==> src/rtl/mem_loader_pkg.sv <==
// Shared types and defaults for the image loader: FSM state encoding, halt code, default geometry.
package mem_loader_pkg;

  localparam int DEPTH_DEF = 512;
  localparam int AW_DEF    = 9;
  localparam int DW_DEF    = 32;

  // Wide enough for any supported word width; callers slice to DW.
  localparam logic [63:0] HALT_CODE = '1;

  typedef enum logic [2:0] {
    IDLE = 3'd0,
    LOAD = 3'd1,
    RUN  = 3'd2,
    HALT = 3'd3,
    ERR  = 3'd4
  } state_t;

endpackage

==> src/rtl/mem_loader_if.sv <==
// Image stream handshake plus data-memory write port of the loader.
interface mem_loader_if
  import mem_loader_pkg::*;
#(
  parameter int AW = AW_DEF,
  parameter int DW = DW_DEF
);

  logic          in_valid;
  logic          in_ready;
  logic [DW-1:0] in_data;
  logic          in_last;
  logic          mem_we;
  logic [AW-1:0] mem_addr;
  logic [DW-1:0] mem_wdata;

  // slave: the loader; master: the image source / memory side environment
  modport slave (
    input  in_valid, in_data, in_last,
    output in_ready, mem_we, mem_addr, mem_wdata
  );

  modport master (
    output in_valid, in_data, in_last,
    input  in_ready, mem_we, mem_addr, mem_wdata
  );

endinterface

==> src/rtl/ml_sat_counter.sv <==
// Purpose: 32-bit up counter that sticks at all-ones; synchronous clear wins over enable.
// Latency: value reflects enable/clear one cycle later.
// Backpressure: none, free-running while enabled.
module ml_sat_counter (
  input  logic        clk,
  input  logic        rst_n,
  input  logic        enable,
  input  logic        clear,
  output logic [31:0] value
);

  always_ff @(posedge clk or negedge rst_n) begin
    if (!rst_n) begin
      value <= '0;
    end else if (clear) begin
      value <= '0;
    end else if (enable && (value != 32'hFFFF_FFFF)) begin
      value <= value + 32'd1;
    end
  end

endmodule

==> src/rtl/mem_loader.sv <==
// Purpose: stream a program image into data memory, then release the CPU until it writes the halt code.
//   Optional MEM_LOADER_CHECKSUM_EN: final beat is a mod-2^DW checksum of the image, not written.
// Latency: each accepted beat writes memory exactly one cycle later; CPU released two cycles after final beat.
// Backpressure: in_ready is high only while loading; dropped on the final beat and on overflow/error.
module mem_loader
  import mem_loader_pkg::*;
#(
  parameter int DEPTH = DEPTH_DEF,
  parameter int AW    = AW_DEF,
  parameter int DW    = DW_DEF
) (
  input  logic              CLK,
  input  logic              RSTn,
  input  logic              start_load,
  mem_loader_if.slave       bus,
  output logic              cpu_rst_n,
  input  logic [DW-1:0]     cpu_rd,
  output logic              halted,
  output logic              load_err,
  output logic [AW:0]       word_count,
  output logic [31:0]       cycle_count
);

  localparam logic [AW:0] DEPTH_W = (AW+1)'(DEPTH);

  state_t        state;
  logic [AW-1:0] addr;
  logic          last_seen;
  logic          beat;
  logic          full;
  logic          restart;
  logic          wr_beat;

  assign beat    = bus.in_valid && bus.in_ready;
  assign full    = (word_count == DEPTH_W);
  assign restart = start_load && ((state == IDLE) || (state == HALT) || (state == ERR));

`ifdef MEM_LOADER_CHECKSUM_EN
  logic [DW-1:0] sum;

  assign wr_beat = beat && !full && !bus.in_last;

  always_ff @(posedge CLK or negedge RSTn) begin
    if (!RSTn) begin
      sum <= '0;
    end else if (restart) begin
      sum <= '0;
    end else if (wr_beat) begin
      sum <= sum + bus.in_data;
    end
  end
`else
  assign wr_beat = beat && !full;
`endif

  always_ff @(posedge CLK or negedge RSTn) begin
    if (!RSTn) begin
      state         <= IDLE;
      addr          <= '0;
      last_seen     <= 1'b0;
      bus.in_ready  <= 1'b0;
      bus.mem_we    <= 1'b0;
      bus.mem_addr  <= '0;
      bus.mem_wdata <= '0;
      cpu_rst_n     <= 1'b0;
      halted        <= 1'b0;
      load_err      <= 1'b0;
      word_count    <= '0;
    end else begin
      bus.mem_we <= 1'b0;
      if (restart) begin
        state        <= LOAD;
        addr         <= '0;
        last_seen    <= 1'b0;
        bus.in_ready <= 1'b1;
        cpu_rst_n    <= 1'b0;
        halted       <= 1'b0;
        load_err     <= 1'b0;
        word_count   <= '0;
      end else begin
        if (wr_beat) begin
          bus.mem_we    <= 1'b1;
          bus.mem_addr  <= addr;
          bus.mem_wdata <= bus.in_data;
          addr          <= addr + 1'b1;
          word_count    <= word_count + 1'b1;
        end
        unique case (state)
          LOAD: begin
            // Spend one cycle after the final beat so its write lands before the CPU runs.
            if (last_seen) begin
              state     <= RUN;
              cpu_rst_n <= 1'b1;
              last_seen <= 1'b0;
            end else if (beat) begin
              if (full) begin
                state        <= ERR;
                load_err     <= 1'b1;
                bus.in_ready <= 1'b0;
              end else if (bus.in_last) begin
                bus.in_ready <= 1'b0;
`ifdef MEM_LOADER_CHECKSUM_EN
                if (bus.in_data == sum) begin
                  last_seen <= 1'b1;
                end else begin
                  state    <= ERR;
                  load_err <= 1'b1;
                end
`else
                last_seen <= 1'b1;
`endif
              end
            end
          end
          RUN: begin
            if (cpu_rd == HALT_CODE[DW-1:0]) begin
              state     <= HALT;
              halted    <= 1'b1;
              cpu_rst_n <= 1'b0;
            end
          end
          default: begin
          end
        endcase
      end
    end
  end

  // The halt-detect cycle is still RUN, so it is counted; HALT freezes the count.
  ml_sat_counter u_run_cnt (
    .clk    (CLK),
    .rst_n  (RSTn),
    .enable (state == RUN),
    .clear  (restart),
    .value  (cycle_count)
  );

endmodule

==> src/flat_wrapper.sv <==
// flat-port wrapper written by rule: the top's interface ports become plain ports
module mem_loader_flat import mem_loader_pkg::*;
#(
  parameter int DEPTH = DEPTH_DEF,
  parameter int AW    = AW_DEF,
  parameter int DW    = DW_DEF
)
  (CLK, RSTn, start_load, cpu_rst_n, cpu_rd, halted, load_err, word_count, cycle_count, bus_in_valid, bus_in_data, bus_in_last, bus_in_ready, bus_mem_we, bus_mem_addr, bus_mem_wdata);
  mem_loader_if #(.AW(AW), .DW(DW)) bus_i ();
  input  logic CLK;
  input  logic RSTn;
  input  logic start_load;
  output logic cpu_rst_n;
  input  logic [DW-1:0] cpu_rd;
  output logic halted;
  output logic load_err;
  output logic [AW:0] word_count;
  output logic [31:0] cycle_count;
  input wire logic [$bits(bus_i.in_valid)-1:0] bus_in_valid;
  input wire logic [$bits(bus_i.in_data)-1:0] bus_in_data;
  input wire logic [$bits(bus_i.in_last)-1:0] bus_in_last;
  output wire logic [$bits(bus_i.in_ready)-1:0] bus_in_ready;
  output wire logic [$bits(bus_i.mem_we)-1:0] bus_mem_we;
  output wire logic [$bits(bus_i.mem_addr)-1:0] bus_mem_addr;
  output wire logic [$bits(bus_i.mem_wdata)-1:0] bus_mem_wdata;
  assign bus_i.in_valid = bus_in_valid;
  assign bus_i.in_data = bus_in_data;
  assign bus_i.in_last = bus_in_last;
  assign bus_in_ready = bus_i.in_ready;
  assign bus_mem_we = bus_i.mem_we;
  assign bus_mem_addr = bus_i.mem_addr;
  assign bus_mem_wdata = bus_i.mem_wdata;
  mem_loader #(.DEPTH(DEPTH), .AW(AW), .DW(DW)) u_core (.CLK(CLK), .RSTn(RSTn), .start_load(start_load), .bus(bus_i), .cpu_rst_n(cpu_rst_n), .cpu_rd(cpu_rd), .halted(halted), .load_err(load_err), .word_count(word_count), .cycle_count(cycle_count));
endmodule
==> config.mk <==
export PLATFORM = sky130hd
export DESIGN_NAME = mem_loader_flat
export DESIGN_NICKNAME = d
export VERILOG_FILES = /design/src/rtl/mem_loader_pkg.sv /design/src/rtl/mem_loader_if.sv /design/src/rtl/ml_sat_counter.sv /design/src/rtl/mem_loader.sv /design/src/flat_wrapper.sv
export SDC_FILE = /design/constraint.sdc
export NUM_CORES = 1
export LEC_CHECK = 0
export ABC_AREA = 1
export ABC_CLOCK_PERIOD_IN_PS = 3100
export CAP_MARGIN = 20
export CORE_ASPECT_RATIO = 1.2
export CORE_MARGIN = 2
export CORE_UTILIZATION = 40
export CTS_BUF_LIST = sky130_fd_sc_hd__clkbuf_16
export CTS_CLUSTER_DIAMETER = 200
export DETAILED_ROUTE_END_ITERATION = 10
export HOLD_SLACK_MARGIN = 0.05
export PLACE_DENSITY = 0.74
export SLEW_MARGIN = 20
export SYNTH_ARGS = -nofsm -noshare
export SYNTH_HDL_FRONTEND = slang
export SYNTH_SLANG_ARGS = --single-unit
==> constraint.sdc <==
create_clock -name CLK -period 3.1 [get_ports CLK]
set_input_delay 0.62 -clock CLK [delete_from_list [all_inputs] [get_ports CLK]]
set_output_delay 0.62 -clock CLK [all_outputs]
set_load 0.02 [all_outputs]
Word-level counts from Yosys, hierarchy flattened
Cells that the tools add are included.

Flip-flop bits (word level): 101. Output and inout port bits: 88. Bits of input ports: 69. Word-level logic and storage cells: 89.

Equal/unequal tests: 12. Bitwise gates (word level): 1. Multiplexer cells: 38. Reductions and logical operators: 23. Add/sub/neg operators: 3.

Operators by type and width (number): 32-bit two-way mux (2); 32-bit by 1-bit adder with 32-bit output (second input constant) (1); 32-bit == test (second input constant) (1); 32-bit inequality test (second input constant) (1); 1-bit two-way mux (25); 10-bit two-way mux (2); 9-bit two-way mux (2); 3-bit two-way mux (5); 2-bit nonzero test (7); 4-bit AND reduction (3); 10-bit by 1-bit adder with 10-bit output (second input constant) (1); 10-bit == test (second input constant) (1); 9-bit by 1-bit adder with 9-bit output (second input constant) (1); 4-bit by 1-bit inequality test with 1-bit output (second input constant) (2); 3-bit by 2-bit == test with 1-bit output (second input constant) (2); 3-bit by 1-bit inequality test with 1-bit output (second input constant) (2); 3-bit case mux with 2 select lines (1); 3-bit nonzero test (2); 1-bit logical AND (4); 2-bit AND reduction (2); 3-bit by 1-bit == test with 1-bit output (second input constant) (1); 3-bit == test (second input constant) (1); 3-bit logical NOT (1); 3-bit AND reduction (1); other kinds (5) (6).

Logic depth before layout (Yosys ltp)
Depth after elaboration: 6. Mapped depth: 12. Depth with buffers taken out: 11.

Hierarchy
From an unflattened synthesis, not the netlist that was laid out.

Cells, all modules: 714. Area total of the unflattened synthesis: 5378.9 µm².

Modules (own cells, without submodules): mem_loader (area an instance 3135.5 µm², sequential area each 1726.7 µm², times used 1, cells each 369); ml_sat_counter (area an instance 2243.4 µm², sequential area each 800.8 µm², times used 1, cells each 345).

Worst setup path after synthesis
Ideal clock, no wire load.

Path kind: register to register. Start point: register u_core.u_run_cnt.value[1]. End point: register u_core.u_run_cnt.value[28]. Data required time: 3034 ps. Setup slack: 1291 ps. Cell stages (with the launch flop): 13. Setup time: 66 ps. Clock period less this slack: 1809 ps. Arrival time: 1743 ps. Path buffers: 1. Path through: dfrtp_1 -> ha_1 -> inv_1 -> nor2_4 -> nand2_4 -> nor2_8 -> nand2_4 -> nand2_4 -> nand2_4 -> inv_6 -> buf_6 -> nand2_1 -> nand2_1.

Word-level cells in the longest chain between the ends: 3. Elaborated cells between the ends (all ways): 6. Those cells by class: add/sub (1); eq/ne (1); mux (2); reduce/logical (2).

Ends and longest elaborated chain: start: declaration (line ml_sat_counter.sv:9) `output logic [31:0] value`; start signal: assignment (line ml_sat_counter.sv:18) `value <= value + 32'd1;`; 32-bit by 1-bit adder with 32-bit output or 32-bit inequality test (tied branches) (line ml_sat_counter.sv:18, ml_sat_counter.sv:17); 32-bit two-way mux or 1-bit logical AND (tied branches) (line ml_sat_counter.sv:17) `end else if (enable && (value != 32'hFFFF_FFFF)) begin`; 32-bit two-way mux or 2-bit nonzero test (tied branches).

Several ways; a longest one is shown, not always the timed one. The select of a mux whose other input is x is not followed. A chain may end at the register's enable or synchronous reset.

Final worst setup path
Start point: register u_core.word_count[0]. End point: register u_core.addr[3].

Word-level cells in the longest chain between the ends: 4.

Ends and longest elaborated chain: start: declaration (line mem_loader.sv:20) `output logic [AW:0] word_count,`; start signal: assignment (line mem_loader.sv:86) `word_count <= word_count + 1'b1;`; 10-bit == test (line mem_loader.sv:35) `assign full = (word_count == DEPTH_W);`; 1-bit logical NOT (line mem_loader.sv:53) `assign wr_beat = beat && !full;`; 1-bit logical AND (line mem_loader.sv:53); 2-bit nonzero test (no source line); end signal: assignment (line mem_loader.sv:85) `addr <= addr + 1'b1;`; end: declaration (line mem_loader.sv:27) `logic [AW-1:0] addr;`.

No other way between the ends.

==> impl_metrics.yaml <==
placement:
  gp_congestion: 0.9154
  placed_cell_area_um2: 7036
  dp.cells: 1035
  dp_hpwl_mm: 10.23
  io_buffer_count: 156
finish:
  stdcell_count: 1051
  fin_util_pct: 56.13
  seqCellArea_um2: 2527
  multi_input_area_um2: 2457
  diodes: 0
  area.growth.synth_to_final_pct: 38.46
  nNetsFinal: 951
  fill_cells: 1205
  postLayoutCellArea_um2: 7333
  post_route_cells_drive_above_1_share_pct: 5.096
sta:
  hold_viol: 0
  tightest_slew_ps: 608.1
  tns_ps: 0
  relSlewSlack_pct: 59.40
  finalCritPeriodShare_pct: 68.53
  grt_setup_unrepaired: "no"
  slew_violations: 0
  fmax_mhz: 470.7
  fin_crit_ps: 2124
  setup_viol: 0
  finalClockSkew_ps: 11.60
pwr:
  p_per_area_nw_per_um2: 660.7
  sequentialPowerShare_pct: 37.1
  clkPwrFrac_pct: 23.3
  netSwitchingFraction_pct: 37.18
  p_sw_mw: 1.802
  power.leakage_nw: 3.393
  p_int_mw: 3.044
  combinationalPowerShare_pct: 39.6
  power.total_mw: 4.845
  ir_drop_mv: 0.3851
drt:
  avgViaCountPerCell: 4.805
  ant_nets: 0
  drt-pass1-iter-count: 4
  vias: 5050
  drt_iter0_drc: 256
  wl_per_cell_um: 13.21
  finalWirelength_mm: 13.88
  drcViolationCount: 0
floorplan:
  row_count: 46
  dieArea_um2: 14180
  core_um2: 13070
  die_w_um: 109.0
  die_h_um: 130.1
  ios: 157
  initial_core_util_pct: 40.54
setup_path:
  r2r_end: "u_core.addr[3]"
  ff2ff_path_depth: 10
  path_class: "flop to flop"
  r2r_setup_slack_ps: 980
  required_ps: 3300
  start_kind: "flop"
  r2r_start: "u_core.word_count[0]"
  cp.arrival_ps: 2330
  crit_end: "u_core.addr[3]"
  endpoint_kind: "flop"
  startpoint: "u_core.word_count[0]"
  path_max_fanout: 32
clock_network:
  post_cts_buffers: 0
  clk_pin_slew_worst_paths_ps: 70
  cts_tree: "built"
  cts_max_path_buffers: 2
  insertion_delay_ps: 340
  root_buffer: "clkbuf_16"
  h-tree-depth: 3
  hold_buffers: 0
  cts_resized: 0
  cts.sinks: 101
  cts_made_buffers: 9
min_path:
  min_path_type: "primary input to async pin"
global_routing:
  grt_max_degree: 70
  antenna_found_initial: 0
  grt_usage_pct: 19.58
  grt_pass1_vias: 4699
  overflow: 0
  grt_first_pass_wirelength_mm: 22.00
yosys:
  syn_area_um2: 5296
  synth_most_common_cell: "nand2_1"
  synth_area_leaders: "dfrtp_1 (48%), nand2_1 (23%), nor2_1 (6.0%)"
  syn-num-nets: 797
  yosysUniqueCellTypes: 30
  seq_area_frac_synth_pct: 47.72
  synth-seq-cells: 101
  synth_top_area_share_pct: 47.72
  synthTopCellsByCount: "nand2_1 (321), dfrtp_1 (101), nor2_1 (85)"
  syn_inst: 724
  synth-edff-count: 0
  synth_area_per_cell_um2: 7.315
  ys.flop_type: "dfrtp_1"
  synthArstFlopShare_pct: 100.0
  post-synth-top-area-cell: "dfrtp_1"
  yosysWarnings: 0
run:
  max-cap-violations: 0
outcome:
  status: "finished, final reports clean"
[worst max-delay path, stage by stage (launching register included)]
cell	delay [ps]
dfrtp_1	420
inv_1	110
ha_1	160
inv_1	50
nor2_1	90
nand3_1	130
nand2_2	180
nor2_4	50
inv_2	450
buf_12	240
o22ai_1	90
[state kept, by name (all words and copies together), names as in the netlist]
name                    count
u_core.bus.mem_wdata       32
u_core.halted               1
u_core.u_run_cnt.value     32
u_core.cpu_rst_n            1
u_core.word_count          10
u_core.bus.in_ready         1
u_core.state                3
u_core.addr                 9
u_core.bus.mem_we           1
u_core.load_err             1
u_core.bus.mem_addr         9
u_core.last_seen            1
[logic make-up (layout without fill, tap and decap cells)]
kind of cell	Yosys count	count (layout)	synth area share, %
flip-flops	101	101	47.72
AO/OA/AOI/OAI	36	36	3.804
XOR/XNOR	16	16	2.646
AND/OR/NAND/NOR	493	493	39.00
adder cells (fa/ha/maj)	4	4	0.9450
buffers and inverters	74	233	5.882
[worst min-delay path by stage]
stage	to	from	slack, ps
after detailed placement	u_core.bus.mem_wdata[22]	u_core.bus.mem_wdata[22]	460
after global placement	u_core.bus.mem_wdata[14]	u_core.bus.mem_wdata[14]	450
after CTS	u_core.bus.mem_wdata[6]	RSTn	220
after floorplan	u_core.addr[0]	RSTn	320
after global routing	u_core.bus.mem_wdata[6]	RSTn	240
final	u_core.bus.mem_wdata[9]	RSTn	210
[cells in the final DEF, fill, tap and decap left out, types with 2 or more instances in the layout]
master | Yosys | routed
o22ai_1 | 10 | 10
dfrtp_1 | 101 | 101
buf_12 | 0 | 2
xor2_1 | 11 | 11
nor3b_1 | 2 | 2
nand3_1 | 37 | 37
inv_1 | 50 | 51
clkdlybuf4s50_1 | 0 | 155
nand4_1 | 22 | 22
nand2_1 | 321 | 321
a21oi_1 | 4 | 4
nor2_4 | 2 | 2
xnor2_1 | 5 | 5
inv_6 | 1 | 3
nand2_4 | 4 | 4
nor3_1 | 5 | 5
nor2_2 | 4 | 4
nor2_1 | 85 | 85
nand2_2 | 2 | 2
o21ai_0 | 19 | 19
or2_2 | 5 | 5
inv_2 | 4 | 4
clkbuf_16 | 0 | 9
ha_1 | 4 | 4
nand3b_1 | 3 | 3
buf_4 | 0 | 5
clkinv_4 | 0 | 2
[area by class of cell]
cell class                      instances  share of cell area [%]
Sequential cell                       101                   34.47
Multi-Input combinational cell        549                   33.51
Timing Repair Buffer                  162                   22.21
Clock buffer                            9                   3.071
Inverter                               55                   2.883
Tap cell                              168                   2.866
Clock inverter                          7                  0.9896
[power by group through the flow]
| stage | registers [mW] | clock network (mW) | logic, mW |
|---|---|---|---|
| 6_report | 1.80 | 1.13 | 1.92 |
| 5_1_grt | 1.83 | 1.22 | 2.11 |
| 4_1_cts | 1.80 | 1.16 | 1.94 |
| 3_5_place_dp | 1.83 | 0 | 1.94 |
| 3_3_place_gp | 1.82 | 0 | 1.91 |
| 2_1_floorplan | 2.15 | 0 | 0.744 |
[per-layer routing]
| layer | vias to the layer above | GRT usage (%) | part of all wire [%] |
|---|---|---|---|
| met5 | - | 0 | 0 |
| met4 | 0 | 8.069 | 2.6 |
| met3 | 27 | 3.696 | 5.8 |
| met2 | 149 | 33.43 | 48 |
| met1 | 2294 | 24.25 | 44 |
| li1 | 2580 | - | - |
[per-stage QoR]
stage          hold slack [ps]  setup WS, ps
2_1_floorplan            324.4          1291
3_3_place_gp             452.0         643.7
3_5_place_dp             457.2         644.8
4_1_cts                  225.0         944.2
5_1_grt                  244.7         801.0
6_report                 213.0         975.7
No activity file was read; power rests on OpenSTA's default activity.
